===== src/rtl/msdap_alu.sv =====
// MSDAP filter compute stage: shift-add FIR over 16 coefficient groups, result strobed to P2S.
// Define MSDAP_ALU_OVF_EN to add the sticky signed-overflow output OVF.
module msdap_alu (
  input  logic        SCLK,
  input  logic        CLR,
  input  logic        START,
  input  logic [7:0]  WPTR,
  output logic [3:0]  RADDR,
  input  logic [9:0]  RDATA,
  output logic [8:0]  CADDR,
  input  logic [8:0]  CDATA,
  output logic [7:0]  DADDR,
  input  logic [15:0] DDATA,
  output logic [39:0] PDATAOUT,
  output logic        LOAD,
  output logic        BUSY
`ifdef MSDAP_ALU_OVF_EN
  ,
  output logic        OVF
`endif
);

  typedef enum logic [2:0] {
    S_IDLE, S_RJ, S_LOADRJ, S_COEF, S_DRAIN, S_SHIFT, S_DONE
  } state_t;

  state_t      r_state;
  logic [7:0]  r_wptr;
  logic [39:0] r_acc;
  logic [8:0]  r_cp;
  logic [3:0]  r_u;
  logic [8:0]  r_nsamp;
  logic [9:0]  r_rem;
  logic        r_drain;
  logic        r_v1, r_v2, r_v3;
  logic        r_s2, r_s3;
  logic [7:0]  r_daddr;
  logic [39:0] r_pdata;
  logic        r_load;
  logic        r_busy;

  logic [39:0] w_x40, w_term, w_sum, w_shift;

  // Pipeline: CADDR (cycle t) -> CDATA/DADDR calc (t+1) -> DADDR out (t+2) -> DDATA accumulate (t+3).
  // The last term therefore lands in SHIFT, which adds and halves in one step.
  always_comb begin
    w_x40   = {{8{DDATA[15]}}, DDATA, 16'h0000};
    w_term  = '0;
    if (r_v3) w_term = r_s3 ? -w_x40 : w_x40;
    w_sum   = r_acc + w_term;
    w_shift = {w_sum[39], w_sum[39:1]};
  end

  always_ff @(posedge SCLK) begin
    if (CLR) begin
      r_state <= S_IDLE;
      r_wptr  <= '0;
      r_acc   <= '0;
      r_cp    <= '0;
      r_u     <= '0;
      r_nsamp <= '0;
      r_rem   <= '0;
      r_drain <= 1'b0;
      r_v1    <= 1'b0;
      r_v2    <= 1'b0;
      r_v3    <= 1'b0;
      r_s2    <= 1'b0;
      r_s3    <= 1'b0;
      r_daddr <= '0;
      r_pdata <= '0;
      r_load  <= 1'b0;
      r_busy  <= 1'b0;
    end else begin
      r_load <= 1'b0;
      r_acc  <= w_sum;
      r_v1   <= (r_state == S_COEF);
      r_v3   <= r_v2;
      r_s3   <= r_s2;
      if (r_v1) begin
        r_daddr <= r_wptr - CDATA[7:0];
        r_s2    <= CDATA[8];
        // Delays reaching before the first sample since CLR contribute nothing.
        r_v2    <= ({1'b0, CDATA[7:0]} < r_nsamp);
      end else begin
        r_v2 <= 1'b0;
      end

      unique case (r_state)
        S_IDLE: begin
          if (START) begin
            r_wptr  <= WPTR;
            r_acc   <= '0;
            r_cp    <= '0;
            r_u     <= '0;
            r_nsamp <= (r_nsamp == 9'd256) ? r_nsamp : r_nsamp + 9'd1;
            r_busy  <= 1'b1;
            r_state <= S_RJ;
          end
        end
        S_RJ: r_state <= S_LOADRJ;
        S_LOADRJ: begin
          r_rem   <= RDATA;
          r_drain <= 1'b0;
          r_state <= (RDATA != '0) ? S_COEF : S_DRAIN;
        end
        S_COEF: begin
          r_cp  <= r_cp + 9'd1;
          r_rem <= r_rem - 10'd1;
          if (r_rem == 10'd1) r_state <= S_DRAIN;
        end
        S_DRAIN: begin
          r_drain <= 1'b1;
          if (r_drain) r_state <= S_SHIFT;
        end
        S_SHIFT: begin
          r_acc <= w_shift;
          r_u   <= r_u + 4'd1;
          if (r_u == 4'd15) begin
            r_pdata <= w_shift;
            r_load  <= 1'b1;
            r_busy  <= 1'b0;
            r_state <= S_DONE;
          end else begin
            r_state <= S_RJ;
          end
        end
        S_DONE: r_state <= S_IDLE;
        default: r_state <= S_IDLE;
      endcase
    end
  end

`ifdef MSDAP_ALU_OVF_EN
  logic r_ovf;
  logic w_ovf;

  always_comb begin
    w_ovf = r_v3 && (r_acc[39] == w_term[39]) && (w_sum[39] != r_acc[39]);
  end

  always_ff @(posedge SCLK) begin
    if (CLR) begin
      r_ovf <= 1'b0;
    end else if (r_state == S_IDLE && START) begin
      r_ovf <= 1'b0;
    end else if (w_ovf) begin
      r_ovf <= 1'b1;
    end
  end

  assign OVF = r_ovf;
`endif

  assign RADDR    = r_u;
  assign CADDR    = r_cp;
  assign DADDR    = r_daddr;
  assign PDATAOUT = r_pdata;
  assign LOAD     = r_load;
  assign BUSY     = r_busy;

endmodule


===== config.mk =====
export PLATFORM = sky130hd
export DESIGN_NAME = msdap_alu
export DESIGN_NICKNAME = d
export VERILOG_FILES = /design/src/rtl/msdap_alu.sv
export SDC_FILE = /design/constraint.sdc
export NUM_CORES = 1
export LEC_CHECK = 0
export BUFFER_PORTS_ARGS = -buffer_cell sky130_fd_sc_hd__buf_2
export CAP_MARGIN = 30
export CORE_MARGIN = 2
export CORE_UTILIZATION = 52
export DETAILED_ROUTE_END_ITERATION = 10
export PLACE_DENSITY = 0.76
export SYNTH_ARGS = -nofsm -noshare
export SYNTH_HDL_FRONTEND = slang
export SYNTH_SLANG_ARGS = --single-unit
export TNS_END_PERCENT = 50

===== constraint.sdc =====
create_clock -name SCLK -period 3.85 [get_ports SCLK]
set_input_delay 0 -clock SCLK [delete_from_list [all_inputs] [get_ports SCLK]]
set_output_delay 0 -clock SCLK [all_outputs]
set_load 0.02 [all_outputs]

# Word-level counts from Yosys, hierarchy flattened
# Index checks and enable logic that the tools add are counted.
[totals]
ff_bits = 138
latchBits = 0
mem_bits_rw = 0
mem_bits_ro = 0
input_bits = 46
out_inout_bits = 63
wordCells = 75
n_memories = 0
[classes]
n_addsub = 7
mul = 0
div = 0
magnitude_cmp = 1
eq_ne = 12
shift = 0
mux = 20
n_bitwise = 3
n_reduce_logical = 15
[op_table]
columns = ["operator", "count"]
rows = [
  ["$mux W40", 3],
  ["$pmux W40 S2", 1],
  ["$add A40 B40 Y40", 1],
  ["$neg A40 Y40", 1],
  ["$pmux W10 S2", 1],
  ["$add A9 B1 Y9 const B", 2],
  ["$pmux W3 S6", 1],
  ["$pmux W9 S2", 1],
  ["$mux W3", 5],
  ["$eq A10 B1 Y1 const B", 1],
  ["$reduce_bool A10 Y1", 1],
  ["$sub A10 B1 Y10 const B", 1],
  ["$eq A9 B9 Y1 const B", 1],
  ["$lt A8 B9 Y1", 1],
  ["$mux W9", 1],
  ["$reduce_and A3 Y1", 3],
  ["$pmux W4 S2", 1],
  ["$reduce_and A2 Y1", 4],
  ["$reduce_bool A2 Y1", 4],
  ["$sub A8 B8 Y8", 1],
  ["$eq A3 B2 Y1 const B", 2],
  ["$eq A3 B3 Y1 const B", 2],
  ["$ne A2 B2 Y1 const B", 3],
  ["$add A4 B1 Y4 const B", 1],
  ["other kinds (9)", 15],
]

# Longest topological paths before layout
# Gate-level depths: netlist (run 1).
[depth]
word_depth = 6
mapped_depth = 19
mapped_depth_nobuf = 18

# Least setup slack after synthesis (run 1)
# No wires, ideal clock.
[synth_timing]
path_type = "in2reg"
startpoint = "input DDATA[4]"
endpoint = "register r_pdata[38] (netlist: PDATAOUT[38])"
setup_time_ps = 136
arrival_ps = 3591
t_required_ps = 3714
path_slack_ps = 123
cell_stages = 14
path_buffers = 0
cell_sequence = "or3_4 or2_2 or3_2 or2_2 o21ai_0 a21boi_0 ha_1 a21o_1 a21oi_1 nand2_1 o31a_2 and4_2 a2111oi_2 a211oi_1"
[synth_between]
elab_chain_len = 4
[synth_lines]
columns = ["element", "line_no", "rtl"]
rows = [
  ["start, declared", "13", "input logic [15:0] DDATA,"],
  ["$neg A40 Y40", "49", "if (r_v3) w_term = r_s3 ? -w_x40 : w_x40;"],
  ["$mux W40 (*) (2 in a row)", "49", ""],
  ["$add A40 B40 Y40 (*)", "50", "w_sum = r_acc + w_term;"],
  ["end signal, assigned", "119", "r_pdata <= w_shift;"],
  ["end, declared", "38", "logic [39:0] r_pdata;"],
]
# Mark *: on every way between the ends. The rest lies on a longest branch, timed or not.
# A chain may end at the register's enable or synchronous reset.

# Worst setup path in the final report (run 1)
# Ends and elaborated chain as after synthesis.

==> results of run 1 <==
[worst max-delay path: cells and delay by family]
kind | cells | cell delay (ps)
simple gates | 6 | 1760
compound gates | 7 | 1620
buf+inv | 1 | 100
fa+ha+maj | 1 | 330
[layout by cell type, fill, tap and decap left out, drive strengths merged, types with 9 or more instances in the layout]
cell	count
o21ai	44
buf	138
a21oi	107
a21o	18
dlygate4sd3	22
and2	20
mux2i	9
dfxtp	137
clkbuf	21
nor3	15
nand3	43
or3	11
inv	35
nor2b	10
o31ai	9
nand2b	13
nand3b	9
a22oi	10
nor2	88
nor4	9
xnor2	32
xor2	10
nand2	133
ha	44
a211oi	19
[stage by stage]
step / utilization / std cells / setup slack (ps)
finish: 0.634 / 1281 / 307
global route: 0.634 / 1281 / 86.3
CTS: 0.634 / 1281 / 332
detailed placement: 0.580 / 1228 / -108
global placement: 0.580 / 1228 / -48.9
floorplan: - / 959 / 123
[synthesized netlist by cell type (all sizes together) (3+ instances only)]
cell | instances | area share
o21a | 3 | 0.0030
or4 | 4 | 0.0046
a21boi | 4 | 0.0040
buf | 6 | 0.0050
mux2i | 9 | 0.012
ha | 44 | 0.073
o21ai | 44 | 0.029
o21bai | 3 | 0.0030
a22oi | 10 | 0.0099
nor3 | 15 | 0.0099
nor2b | 10 | 0.0083
xor2 | 10 | 0.012
or2 | 6 | 0.0050
inv | 34 | 0.017
and3 | 5 | 0.0043
clkbuf | 46 | 0.025
nand4 | 6 | 0.0050
nor4 | 9 | 0.0074
o31ai | 9 | 0.0089
nand2b | 13 | 0.011
o22ai | 6 | 0.0050
and2b | 3 | 0.0033
a21o | 18 | 0.018
nand3 | 43 | 0.028
and4 | 3 | 0.0036
a21oi | 107 | 0.071
dfxtp | 137 | 0.36
o211ai | 5 | 0.0050
a211oi | 19 | 0.019
a31oi | 6 | 0.0050
nand2 | 133 | 0.066
xnor2 | 32 | 0.037
nor2 | 88 | 0.044
and2 | 20 | 0.017
or3 | 11 | 0.011
nand3b | 9 | 0.0089
[final cells by class]
type	count	area [sq um]
fillers	1276	5250
multi-input cells	735	4470
flip-flops and latches	137	2740
repair buffers	160	988
clock buffers	21	460
well taps	184	230
inverters	34	128
clock inverters	10	95.1
[kinds of logic (layout without fill, tap and decap cells)]
| logic type | count (synthesis) | after routing | share of synthesized area |
|---|---|---|---|
| XOR/XNOR | 42 | 42 | 0.0485 |
| AO/OA/AOI/OAI | 254 | 254 | 0.208 |
| flip-flops | 137 | 137 | 0.362 |
| multiplexers | 10 | 10 | 0.0134 |
| adder cells (fa/ha/maj) | 46 | 46 | 0.0779 |
| buffers and inverters | 87 | 225 | 0.0485 |
| AND/OR/NAND/NOR | 383 | 383 | 0.242 |
[worst min path at each step]
| stage | to | slack (ps) | cells past startpoint |
|---|---|---|---|
| 6_report | r_v2 | 90 | 5 |
| 3_3_place_gp | r_wptr[6] | 250 | 3 |
| 3_5_place_dp | r_wptr[2] | 250 | 3 |
| 4_1_cts | r_v2 | 70 | 5 |
| 2_1_floorplan | r_wptr[0] | 140 | 2 |
| 5_1_grt | r_v2 | 150 | 5 |
[per-layer routing]
layer | vias up | track usage | share of wire
met3 | 26 | 0.0584 | 0.066
li1 | 3612 | - | -
met4 | 0 | 0.0800 | 0.017
met1 | 3356 | 0.334 | 0.46
met5 | - | 0 | 0
met2 | 199 | 0.403 | 0.46
[power groups by stage]
stage | clock network [mW] | logic, mW | registers (mW)
global route | 1.63 | 0.970 | 1.60
global placement | 0 | 0.815 | 1.61
detailed placement | 0 | 0.833 | 1.61
CTS | 1.56 | 0.855 | 1.58
finish | 1.54 | 0.865 | 1.58
floorplan | 0 | 0.631 | 1.59
==> impl_metrics.tcl, run 1 <==
set metrics [dict create \
    r2r_setup_slack_ps 360 \
    ys_async_sr_fraction 0 \
    area_delta_synth_final_pct 20.2 \
    cpPeakStageDelay_ps 460 \
    seqPwrFrac 0.397 \
    worst_path_most_repeated_cell "or2_2" \
    placed_area_sq_um 8340 \
    hpwl_mm 13.2 \
    worstReg2RegEnd "PDATAOUT[38]" \
    power_switching_share 0.306 \
    die_width_um 125 \
    holdWs_ps 86.9 \
    initialDrtViolationCount 537 \
    synth_seq_cells 137 \
    avgViaCountPerCell 5.62 \
    synth_edf_count 0 \
    fin_crit_ps 3540 \
    leakage_nw 3.83 \
    grt_start_max_net_pins 81 \
    h-tree-depth 4 \
    critPathLaunch "DDATA[4]" \
    ir_worst_vdd_v 0.000291 \
    fin_setup_tns_ps 0 \
    setup_viol 0 \
    p_comb_frac 0.217 \
    path_cells "buf_2, or3_4, or2_2, or3_2, or2_2, o21ai_0, a21boi_0, ha_1, a21o_1, a21oi_1, nand2_1, o31a_2, and4_2, a2111oi_2, a211oi_1" \
    avgRoutedWirePerCell_um 15.1 \
    synth_seq_area_share 0.362 \
    grt_pass1_wl_mm 32.4 \
    cts_tree "yes" \
    gp_congestion 0.983 \
    grt_util_all_layers 0.251 \
    crit_path_end_kind "flip-flop" \
    rsz0062_at_grt "no" \
    power.density_nw_per_um2 438 \
    grt-ovfl-total 0 \
    drt-total-wl_mm 19.3 \
    crit_required_ps 4110 \
    finalPower_mw 3.99 \
    stdcell_area_sq_um 9110 \
    path_clk_slew_ps 60 \
    min_path_type "input port to flip-flop" \
    cp_max_fo 3 \
    fin_skew_ps 6.35 \
    reg2regPathDepth 11 \
    io_pins 109 \
    antenna_found_initial 0 \
    die_area_sq_um 15600 \
    drt_pass1_iterations 5 \
    port_buffers 108 \
    vias 7193 \
    synthFlopType "dfxtp_1" \
    syn_area_sq_um 7580 \
    synth_cell_types 70 \
    clkLatencyLatePin_ps 420 \
    antennaDiodeCount 0 \
    timing_hold_violations_final 0 \
    fmax_mhz 282 \
    slowest_stage "or3_2" \
    ctsResizeCount 0 \
    crit_end "PDATAOUT[38]" \
    drv_cap 0 \
    coreArea_sq_um 14400 \
    drive_gt1_frac 0.174 \
    r2r-start "r_s3" \
    status "completed" \
    syn_nets 1051 \
    switchingPower_mw 1.22 \
    netlist_instances 959 \
    rows 44 \
    final_nets 1177 \
    avgSynthCellArea_sq_um 7.91 \
    cts-root-buf "clkbuf_16" \
    clock_sinks 137 \
    numCtsBuffers 17 \
    worstSetupPathType "input port to flip-flop" \
    drc 0 \
    first_global_vias 6798 \
    cp-start-kind "input port" \
    cts_setup_buffers 0 \
    tightest_slew_ps 938 \
    min_from "CDATA[6]" \
    clock_path_buffers 2 \
    drv_slew 0 \
    cts_hold_buffers 22 \
    max_slew_margin 0.375 \
    fin_crit_sh 0.920 \
    ant_nets 0 \
    fp.dieH_um 125 \
    intPower_mw 2.77 \
    arrival_ps 3810 \
    ys_warn_count 0 \
    start_util 0.528 \
    pwr-share-clk 0.387 \
]
Note: power is estimated with default switching activity, not from simulation.
==> run 2: changes to the inputs <==
Settings changed: CORE_ASPECT_RATIO set to 1.1, PLACE_DENSITY 0.76 to 0.86.
==> run 2 against run 1 <==
  * Global-route usage up 0.86 points
  * Sequential cell count did not move
  * Via count is 2.4% higher
  * Non-clock buffer count fell by 2
  * Setup slack got worse by 47 ps
  * Die area about the same
  * Core utilization increased by 0.58 points
  * Fmax is 1.3% lower
==> impl_metrics.tcl, run 2 (synthesis results as in run 1) <==
set metrics [dict create \
    clkLatencyLatePin_ps 430 \
    fin_crit_ps 3590 \
    path_clk_slew_ps 60 \
    rows 46 \
    cp-start-kind "flip-flop" \
    clock_path_buffers 2 \
    antennaDiodeCount 0 \
    grt_util_all_layers 0.259 \
    r2r_setup_slack_ps 260 \
    slowest_stage "dfxtp_1" \
    avgRoutedWirePerCell_um 15.4 \
    drv_cap 0 \
    clock_sinks 137 \
    final_cell_mix "dfxtp_1, nand2_1, a21oi_1, buf_2, nor2_1" \
    fp.dieH_um 131 \
    status "completed" \
    crit_end "PDATAOUT[38]" \
    power.density_nw_per_um2 456 \
    fmax_mhz 279 \
    cts_setup_buffers 0 \
    coreArea_sq_um 14300 \
    ir_worst_vdd_v 0.000264 \
    rsz0062_at_grt "no" \
    min_path_type "input port to flip-flop" \
    drive_gt1_frac 0.174 \
    critPathLaunch "r_s3" \
    cpPeakStageDelay_ps 610 \
    cp_max_fo 11 \
    drv_slew 0 \
    hpwl_mm 13.4 \
    arrival_ps 3840 \
    gp_congestion 0.938 \
    crit_path_end_kind "flip-flop" \
    antenna_found_initial 0 \
    cts_tree "yes" \
    ant_nets 0 \
    fin_crit_sh 0.933 \
    path_cells "nand2b_1, xnor2_1, and2_1, ha_1, o21ai_0, nor4_1, nor2_1, a21oi_1, o31a_2, and4_2, a2111oi_2, a211oi_1" \
    finalPower_mw 4.18 \
    worstSetupPathType "flip-flop to flip-flop" \
    crit_required_ps 4100 \
    reg2regPathDepth 12 \
    setup_viol 0 \
    max_slew_margin 0.351 \
    grt_start_max_net_pins 94 \
    start_util 0.529 \
    port_buffers 108 \
    holdWs_ps 65.3 \
    cts-root-buf "clkbuf_16" \
    fin_util 0.640 \
    final_nets 1175 \
    fin_setup_tns_ps 0 \
    worstReg2RegEnd "PDATAOUT[38]" \
    fin_skew_ps 14.0 \
    io_pins 109 \
    die_area_sq_um 15600 \
    timing_hold_violations_final 0 \
    initialDrtViolationCount 590 \
    die_width_um 119 \
    final_common_cell "dfxtp_1" \
    tightest_slew_ps 973 \
    vias 7364 \
    area_delta_synth_final_pct 21.0 \
    r2r-start "r_s3" \
    drt_pass1_iterations 8 \
    min_from "CDATA[6]" \
    drc 0 \
    numCtsBuffers 17 \
    grt-ovfl-total 0 \
    avgViaCountPerCell 5.72 \
    first_global_vias 7102 \
    leakage_nw 3.87 \
    grt_pass1_wl_mm 33.1 \
    h-tree-depth 4 \
    drt-total-wl_mm 19.9 \
]
## run 2: cell count changes in the layout (fill, tap and decap cells not counted)
cell        before  now
inv_6            1    5
bufinv_16        1    4
clkinvlp_4       5    2
buf_4           31   29
clkbuf_1         2    0
clkbuf_8         2    0
clkinv_2         2    3
clkinv_4         1    0
## run 2: per-stage QoR
step                      setup slack (ps)  area (sq um)  cells
final                                  259          9170   1287
after global routing                  25.5          9170   1287
after CTS                              316          9170   1287
after detailed placement             -86.8          8330   1234
after global placement               -29.3          8330   1234
after floorplan                        123          7580    959
## run 2: power breakdown
part	leakage, nW	switching [mW]	internal [mW]	total (mW)
Clock	0.301	0.646	1.09	1.73
Sequential	1.11	0.0820	1.50	1.58
Combinational	2.46	0.516	0.351	0.867
Total	3.87	1.24	2.94	4.18
## run 2: worst min-delay path by stage
stage                 to  slack (ps)  cells after the start
2_1_floorplan  r_wptr[0]         140                      2
3_3_place_gp        r_s2         230                      3
3_5_place_dp        r_s2         250                      3
4_1_cts             r_v2          60                      5
5_1_grt             r_v2          80                      5
6_report            r_v2          70                      5
## run 2: layout make-up
| type | count | area (sq um) |
|---|---|---|
| fillers | 1177 | 5160 |
| multi-input cells | 735 | 4470 |
| flip-flops and latches | 137 | 2740 |
| repair buffers | 158 | 973 |
| clock buffers | 17 | 425 |
| well taps | 192 | 240 |
| clock inverters | 14 | 194 |
| inverters | 34 | 128 |
## run 2: routing by layer
layer / vias to the layer above / routed length [um] / track usage
met5: - / 0 / 0
met4: 0 / 465 / 0.104
met3: 39 / 1170 / 0.0551
met2: 223 / 9750 / 0.451
met1: 3488 / 8470 / 0.315
li1: 3614 / - / -
## run 2: critical path, delay by kind of cell, from the launching register on
kind,cells,cell delay [ps]
AO/OA/AOI/OAI,5,1450
AND/OR/NAND/NOR,5,870
flip-flops,1,610
adder cells (fa/ha/maj),1,350
XOR/XNOR,1,140
## run 2: repair_timing
action	CTS	global route
hold buffers	22	0
resized for setup	0	0
hold endpoints to repair	22	0
==> run 3: changes to the inputs <==
==> constraint.sdc (replaced) <==
create_clock -name SCLK -period 3.85 [get_ports SCLK]
set_input_delay 0.5775 -clock SCLK [delete_from_list [all_inputs] [get_ports SCLK]]
set_output_delay 0.5775 -clock SCLK [all_outputs]
set_load 0.02 [all_outputs]
==> run 3 against run 2 <==
  * Via count is 0.37% higher
  * Routed wire length is 0.37% higher
  * Die area stayed put
==> impl_metrics.tcl, run 3 (synthesis results as in run 1) <==
set metrics [dict create \
    status "completed" \
    min_from "WPTR[3]" \
    switchingPower_mw 1.25 \
    rows 46 \
    cts_tree "yes" \
    min_path_type "input port to flip-flop" \
    io_pins 109 \
    slowest_stage "or3_4" \
    cts-root-buf "clkbuf_16" \
    reg2regPathDepth 12 \
    arrival_ps 4000 \
    placed_area_sq_um 8780 \
    worstSetupPathType "input port to flip-flop" \
    first_global_vias 6892 \
    die_area_sq_um 15600 \
    start_util 0.529 \
    cp_max_fo 5 \
    nFillCells 1152 \
    h-tree-depth 4 \
    holdWs_ps 386 \
    grt_pass1_wl_mm 32.2 \
    fin_skew_ps 10.0 \
    ir_worst_vdd_v 0.000429 \
    clock_path_buffers 2 \
    antenna_found_initial 0 \
    tightest_slew_ps 886 \
    worst_path_most_repeated_cell "buf_4" \
    avgViaCountPerCell 5.61 \
    grt_start_max_net_pins 72 \
    antennaDiodeCount 0 \
    clock_sinks 137 \
    final_nets 1205 \
    fin_crit_ps 3720 \
    fmax_mhz 269 \
    numCtsBuffers 17 \
    avgRoutedWirePerCell_um 15.1 \
    fin_crit_sh 0.967 \
    r2r-start "r_s3" \
    power.density_nw_per_um2 445 \
    coreArea_sq_um 14300 \
    path_cells "buf_2, buf_4, inv_1, ha_1, nand2b_1, or2_4, or3_4, o31ai_2, xnor2_1, and2_1, ha_1, nor2_1, inv_1, a31o_2, o2bb2ai_2, o21a_1, buf_4, a311oi_1, buf_4, o22ai_1" \
    r2r_setup_slack_ps 400 \
    drc 0 \
    drv_cap 0 \
    port_buffers 108 \
    fp.dieH_um 131 \
    drive_gt1_frac 0.226 \
    drt-total-wl_mm 19.9 \
    initialDrtViolationCount 509 \
    clkLatencyLatePin_ps 430 \
    grt-ovfl-total 0 \
    drt_pass1_iterations 7 \
    hpwl_mm 14.0 \
    p_comb_frac 0.214 \
    drv_slew 0 \
    grt_util_all_layers 0.255 \
    crit_path_end_kind "flip-flop" \
    seqPwrFrac 0.377 \
    stdcell_area_sq_um 9450 \
    setup_viol 0 \
    max_slew_margin 0.409 \
    die_width_um 119 \
    register_area_sq_um 2740 \
    area_delta_synth_final_pct 24.6 \
    timing_hold_violations_final 0 \
    vias 7391 \
    crit_end "r_acc[38]" \
    ant_nets 0 \
    crit_required_ps 4130 \
    intPower_mw 2.95 \
    power_switching_share 0.297 \
    final_cell_mix "dfxtp_1, nand2_1, buf_2, a21oi_1, nor2_1" \
    worstReg2RegEnd "r_acc[38]" \
    leakage_nw 4.07 \
    cp-start-kind "input port" \
    finalPower_mw 4.20 \
    multi_input_area_sq_um 4550 \
    final_common_cell "dfxtp_1" \
    path_clk_slew_ps 60 \
    critPathLaunch "DDATA[1]" \
    gp_congestion 0.945 \
    cpPeakStageDelay_ps 350 \
    pwr-share-clk 0.409 \
]
## run 3: changes by cell type in the layout (fill, tap and decap cells not counted), moves of 2 or more
cell and change:
a21oi_1 -2, a21oi_2 +2, buf_4 +51, clkinv_4 +4
dlygate4sd3_1 -22, inv_6 -3, o21ai_0 -5, o21ai_1 +4
or2_2 -2, or2_4 +2
## run 3: worst max-delay path, delay by kind of cell
kind            cells  cell delay (ps)
simple gates        5             1020
compound gates      6             1170
xor+xnor            1               90
fa+ha+maj           2              490
buf+inv             6              640
## run 3: timing repair
item	in CTS	in global routing
hold buffers	0	0
endpoints found under the setup margin	0	9
buffers inserted	0	1
resized for setup	0	10
## run 3: worst min-delay path by stage
stage	endpoint	slack, ps	depth (start not counted)
CTS	r_wptr[3]	380	3
global route	r_wptr[3]	380	3
finish	r_wptr[3]	390	3
floorplan	r_v3	410	1
detailed placement	r_v3	430	1
global placement	r_v3	420	1
## run 3: stage by stage
| step | util | setup TNS [ps] | instances | worst slack (ps) |
|---|---|---|---|---|
| after floorplan | - | 0 | 959 | 54.4 |
| after global placement | 0.613 | -2700 | 1285 | -265 |
| after detailed placement | 0.613 | -3860 | 1285 | -310 |
| after CTS | 0.657 | 0 | 1317 | 110 |
| after global routing | 0.659 | -31.2 | 1318 | -20.3 |
| final | 0.659 | 0 | 1318 | 126 |
## run 3: cell type report
class                           instances  area share
Inverter                               34      0.0135
Clock buffer                           18      0.0454
Sequential cell                       137       0.290
Clock inverter                         14      0.0209
Multi-Input combinational cell        735       0.482
Timing Repair Buffer                  188       0.122
Tap cell                              192      0.0254
## run 3: power by group through the flow
stage          registers [mW]  clock network [mW]  logic [mW]
2_1_floorplan            1.59                   0       0.652
3_3_place_gp             1.61                   0       0.860
3_5_place_dp             1.61                   0       0.883
4_1_cts                  1.58                1.73       0.892
5_1_grt                  1.60                1.80       0.999
6_report                 1.59                1.72       0.898
## run 3: per-layer routing
layer | up-vias | wire [um] | global-route usage | part of all wire
li1 | 3685 | - | - | -
met3 | 43 | 1190 | 0.0694 | 0.060
met2 | 221 | 9610 | 0.441 | 0.48
met5 | - | 0 | 0 | 0
met4 | 0 | 614 | 0.104 | 0.031
met1 | 3442 | 8520 | 0.302 | 0.43
